$ cat src/rtl/clk_div_ctrl.sv
// Run-time programmable even clock divider (ratio 2*H) with clean start/stop and
// boundary-synchronous ratio updates. Define DIV_STATUS_EN to add the period_cnt status counter.
module clk_div_ctrl #(
  parameter int CNT_W    = 8,
  parameter int DEF_HALF = 8
) (
  input  logic             clk,
  input  logic             rst,
  input  logic             en,
  input  logic             cfg_valid,
  input  logic [CNT_W-1:0] cfg_half,
  output logic             cfg_ready,
  output logic             clk_out,
  output logic             bit_stb,
  output logic             busy
`ifdef DIV_STATUS_EN
  ,
  output logic [15:0]      period_cnt
`endif
);

  localparam logic [CNT_W-1:0] ONE   = CNT_W'(1);
  localparam logic [CNT_W-1:0] DEF_H = CNT_W'(DEF_HALF);

  typedef enum logic [1:0] {IDLE, RUN, DRAIN} state_t;

  state_t           state_q, state_d;
  logic [CNT_W-1:0] count_q, count_d;
  logic [CNT_W-1:0] h_q, h_d;
  logic [CNT_W-1:0] p_q, p_d;
  logic             pend_q, pend_d;
  logic             lead_q, lead_d;
  logic             clk_out_d, stb_d;
  logic             cfg_acc, last, rise, stop;
  logic [CNT_W-1:0] cfg_val;

  assign cfg_ready = !pend_q;
  assign busy      = (state_q != IDLE);
  assign cfg_acc   = cfg_valid && cfg_ready;
  assign cfg_val   = (cfg_half == '0) ? ONE : cfg_half;
  assign last      = (count_q == h_q - ONE);

  always_comb begin
    state_d   = state_q;
    count_d   = count_q;
    h_d       = h_q;
    p_d       = p_q;
    pend_d    = pend_q;
    lead_d    = lead_q;
    clk_out_d = clk_out;
    stb_d     = 1'b0;
    rise      = 1'b0;
    stop      = 1'b0;
    case (state_q)
      IDLE: begin
        count_d   = '0;
        clk_out_d = 1'b0;
        lead_d    = 1'b1;
        if (cfg_acc) h_d = cfg_val;
        if (en) state_d = RUN;
      end
      RUN, DRAIN: begin
        state_d = en ? RUN : DRAIN;
        if (!last) begin
          count_d = count_q + ONE;
        end else begin
          count_d = '0;
          // Start-up holds clk_out low for one extra half-period, so the
          // first rise lands 2H edges after RUN entry.
          if (clk_out)                    clk_out_d = 1'b0;
          else if (lead_q)                lead_d    = 1'b0;
          else if (state_q == DRAIN && !en) stop    = 1'b1;
          else                            rise      = 1'b1;
        end
        if ((rise || stop) && pend_q) begin
          h_d    = p_q;
          pend_d = 1'b0;
        end
        if (rise) begin
          clk_out_d = 1'b1;
          stb_d     = 1'b1;
        end
        if (stop) state_d = IDLE;
        // A config landing on the stop edge goes straight to H, as it would in IDLE.
        if (cfg_acc) begin
          if (stop) begin
            h_d = cfg_val;
          end else begin
            p_d    = cfg_val;
            pend_d = 1'b1;
          end
        end
      end
      default: state_d = IDLE;
    endcase
  end

  always_ff @(posedge clk or negedge rst) begin
    if (!rst) begin
      state_q <= IDLE;
      count_q <= '0;
      h_q     <= DEF_H;
      p_q     <= '0;
      pend_q  <= 1'b0;
      lead_q  <= 1'b1;
      clk_out <= 1'b0;
      bit_stb <= 1'b0;
    end else begin
      state_q <= state_d;
      count_q <= count_d;
      h_q     <= h_d;
      p_q     <= p_d;
      pend_q  <= pend_d;
      lead_q  <= lead_d;
      clk_out <= clk_out_d;
      bit_stb <= stb_d;
    end
  end

`ifdef DIV_STATUS_EN
  always_ff @(posedge clk or negedge rst) begin
    if (!rst)      period_cnt <= '0;
    else if (stop) period_cnt <= '0;
    else if (rise) period_cnt <= period_cnt + 16'd1;
  end
`endif

endmodule

$ cat config.mk
export PLATFORM = sky130hd
export DESIGN_NAME = clk_div_ctrl
export DESIGN_NICKNAME = d
export VERILOG_FILES = /design/src/rtl/clk_div_ctrl.sv
export SDC_FILE = /design/constraint.sdc
export NUM_CORES = 1
export LEC_CHECK = 0
export BUFFER_PORTS_ARGS = -buffer_cell sky130_fd_sc_hd__buf_4
export CAP_MARGIN = 10
export CORE_MARGIN = 3
export CORE_UTILIZATION = 31
export CTS_CLUSTER_DIAMETER = 60
export DETAILED_ROUTE_END_ITERATION = 8
export PLACE_DENSITY = 0.49
export SYNTH_ARGS = -nofsm -noshare
export SYNTH_HDL_FRONTEND = slang
export SYNTH_SLANG_ARGS = --single-unit
$ cat constraint.sdc
create_clock -name clk -period 2.52 [get_ports clk]
set_input_delay 0.126 -clock clk [delete_from_list [all_inputs] [get_ports clk]]
set_output_delay 0.126 -clock clk [all_outputs]
set_load 0.02 [all_outputs]
==> results.txt <==
Number of primary I/O pins: 16. For the worst flop-to-flop path, the logic depth is 9. The layout overhead on the synthesized area was 37.3%; the fraction of layout cells with a size suffix above 1 was 37.9%. Max-cap violations in this run came to 0.

Power density over the cells: 588 nW/um^2. The logs give 2380 um for the total length of routed met2 wires and 2740 ps for the data arrival time at the worst-slack endpoint. The most critical setup path has its startpoint at h_q[1]. The floorplan die width was 82.1 um. TritonCTS built the clock tree.

For the antenna violation net count after detailed routing, the log shows 0. The run finished, with violations left. The checks that failed: negative setup slack.

Wire segments on met3 add up to 149 um in the final route. The first global-routing pass estimated 7330 um of wire. The final layout contains 240 nets. Detailed-placement wirelength estimate: 3130 um. The worst hold path begins at cfg_half[4]. The cell count of the worst hold path is 2.

Wires add up to 4610 um. In the final layout, flip-flops and latches occupy 753 sq um. The detailed router finished its first iteration with 97 violations. Setup repair after global routing could not meet its margin everywhere. The number of buffers added on ports works out to 15. At the placement stage, the worst setup path has a slack of -84.5 ps. The maximum fanout encountered on the critical timing path came out at 4.

Of all flip-flops after synthesis, the portion carrying an async set or reset was 100%. The startpoint identified for the worst register-to-register timing path is h_q[1]. The run gives 0 as the total of warnings raised by yosys. The worst hold path class is in2reg. The synthesized design contains 0 enable-type register cells.

The finished cells cover 2460 sq um. The initial utilization of the core area, before any placement, comes to 32.4%. The tools report the synthesized instance count as 178. From bottom edge to top edge, the die measures 82.1 um. Number of rows created at floorplan: 27. The count of different cell masters after synthesis came out at 49.

Clock skew on the completed layout was measured at 1.52 ps. The top cell types in the final layout, fill and taps aside, are sky130_fd_sc_hd__buf_4, sky130_fd_sc_hd__dfrtp_1, sky130_fd_sc_hd__nor2_1. The required time of the critical path came out at 2690 ps. The highest metal layer carrying signal wires in the routed design is met4. The run gives 13 as the count of endpoints failing setup in the final report. For this run, the total global-route usage over all layers was measured as 14.5%.

The tools report the total die area as 6730 sq um. Among all flip-flop cells after synthesis, the most frequent one is sky130_fd_sc_hd__dfrtp_1. Summing the sequential cell areas from Yosys gives 42.0% of the chip area. TritonCTS created 5 clock buffers.

The final period demand of the worst path came out at 2560 ps. Global routing finished with a remaining overflow of 0. In this run the deepest clock path goes through 2 buffers.

Cell accounting for the most synthesized area: sky130_fd_sc_hd__dfrtp_1. Leakage component of the power: 1.08 nW. The number of fillers in the final layout was 534; the worst slew margin relative to its limit was 67.2%. After detailed routing, the number of remaining DRC violations is 0. The tools report the worst voltage drop across the vdd grid as 0.000469 V. Of the post-synthesis cell area, the dominant cell type holds 39.1%.

Via count of the first global-routing pass: 1,520. The post-layout worst setup margin was -44.5 ps; the clock insertion delay at the later pin of the skew report was 280 ps. Counting flops and latches in the post-synthesis netlist gives 30. After synthesis, the cell types taking the most area are sky130_fd_sc_hd__dfrtp_1, sky130_fd_sc_hd__mux2_2, sky130_fd_sc_hd__o221a_2.

The run gives 2 as the maximum level of the CTS H-tree. Category of the worst setup path capture point: a flip-flop. The first detailed-routing pass took 4 iterations. The maximum clock rate is 390 MHz. The wire length the detailed router placed on met1 is 2040 um. Across all layers, the routed design uses 1,545 vias. At the pin with the least slew margin, the transition time is 492 ps. The worst path uses 102% of the clock period. The library cell used most frequently in the layout, excluding fill and tap cells, is sky130_fd_sc_hd__buf_4.

After detailed routing, the number of vias per cell comes to 5.22. The instance area after placement is 2140 sq um, and the final number of hold-violating endpoints is 0. STA classifies the critical path startpoint as a flip-flop. At the end of routability-driven placement, the weighted congestion stood at 0.783.

The number of max-slew violations in the final report is 0, and the mean instance size in the synthesized netlist is 10.1 sq um. The standard cell core area was 5540 sq um; the number of inserted diodes was 0. The critical path is of the reg2reg type. Root buffer cell: sky130_fd_sc_hd__clkbuf_8. For the number of antenna violations at the first check in global routing, the log shows 0.

After detailed routing, the average wire length per cell comes to 15.6 um. The post-CTS clock slew at the launch and capture registers of the worst setup and hold paths was 70 ps. The number of nets handed over by synthesis was 195. The cell area that synthesis handed to floorplanning was 1790 sq um. Entering global routing, the biggest net connects 31 pins.

The area of the multi-input gates is 1150 sq um, and the number of sinks driven by the clock tree is 30.
-- logic make-up after synthesis --
logic type | after synthesis | share of synthesized area (%)
flip-flops | 30 | 42.0
multiplexers | 10 | 6.21
AO/OA/AOI/OAI | 46 | 20.9
buffers and inverters | 14 | 3.42
adder cells (fa/ha/maj) | 5 | 3.49
AND/OR/NAND/NOR | 63 | 18.4
XOR/XNOR | 10 | 5.65
-- synth_stat cells (4+ instances only) --
library cell	number
sky130_fd_sc_hd__nor3_1	4
sky130_fd_sc_hd__dfrtp_1	28
sky130_fd_sc_hd__inv_1	7
sky130_fd_sc_hd__o221a_2	9
sky130_fd_sc_hd__ha_1	5
sky130_fd_sc_hd__nor2_1	23
sky130_fd_sc_hd__a21o_1	4
sky130_fd_sc_hd__mux2_2	9
sky130_fd_sc_hd__o21ai_0	5
sky130_fd_sc_hd__xnor2_1	7
sky130_fd_sc_hd__nand3_1	4
sky130_fd_sc_hd__nand2_1	12
sky130_fd_sc_hd__a21oi_1	13
-- worst paths after layout --
check | endpoint | slack [ps]
setup / recovery | clk_out | -40
hold / removal | p_q[4] | 110
setup reg to reg | clk_out | -40
hold reg to reg | state_q[0] | 530
max in group asynchronous | lead_q | 1880
min in group asynchronous | p_q[1] | 320
-- area by class of cell --
class	count	area share (%)
clock buffer	7	3.51
inverter	8	1.22
clock inverter	1	0.203
multi-input combinational	134	46.6
sequential	30	30.6
timing repair buffer	44	14.2
tap	72	3.66
-- worst max-delay path: stages, from the launching register on --
cell and delay, ps:
sky130_fd_sc_hd__dfrtp_1 420, sky130_fd_sc_hd__or4_4 550, sky130_fd_sc_hd__o221a_2 320, sky130_fd_sc_hd__a211oi_4 330, sky130_fd_sc_hd__a2111oi_4 130, sky130_fd_sc_hd__buf_4 150
sky130_fd_sc_hd__buf_4 120, sky130_fd_sc_hd__buf_4 130, sky130_fd_sc_hd__nor3b_4 150, sky130_fd_sc_hd__a21o_1 160
-- power by group --
part / internal [mW] / switching, mW / total, mW
Sequential: 0.524 / 0.0417 / 0.566
Combinational: 0.203 / 0.273 / 0.476
Clock: 0.220 / 0.185 / 0.405
Total: 0.948 / 0.499 / 1.45
-- layer usage --
layer	vias to the layer above	global-route usage, %
met4	0	4.98
met2	33	23.0
met3	4	4.06
met5	-	0
met1	764	18.8
li1	744	-
-- timing repair --
action,in CTS,in global routing
pin swaps,0,11
endpoints found under the setup margin,16,19
hold buffers,1,0
resized for setup,5,18
endpoints found under the hold margin,28,0
setup buffers,2,5
cloned,0,1
-- sequential cells by signal (all words and copies together), names as in the netlist --
register / cells
lead_q: 1
pend_q: 1
p_q: 8
clk_out: 1
state_q: 2
bit_stb: 1
h_q: 8
count_q: 8
-- per-stage QoR --
stage	power, mW	setup TNS (ps)	utilization (%)	hold WS [ps]	instances
6_report	1.45	-253	44.4	109	296
5_1_grt	1.53	-1600	44.4	94.3	296
4_1_cts	1.43	0	41.2	97.9	290
3_5_place_dp	1.01	-832	38.6	92.2	279
3_3_place_gp	0.997	-100	38.6	83.6	279
2_1_floorplan	0.833	0	-	-170	178
No activity file was read; power rests on OpenSTA's default activity.
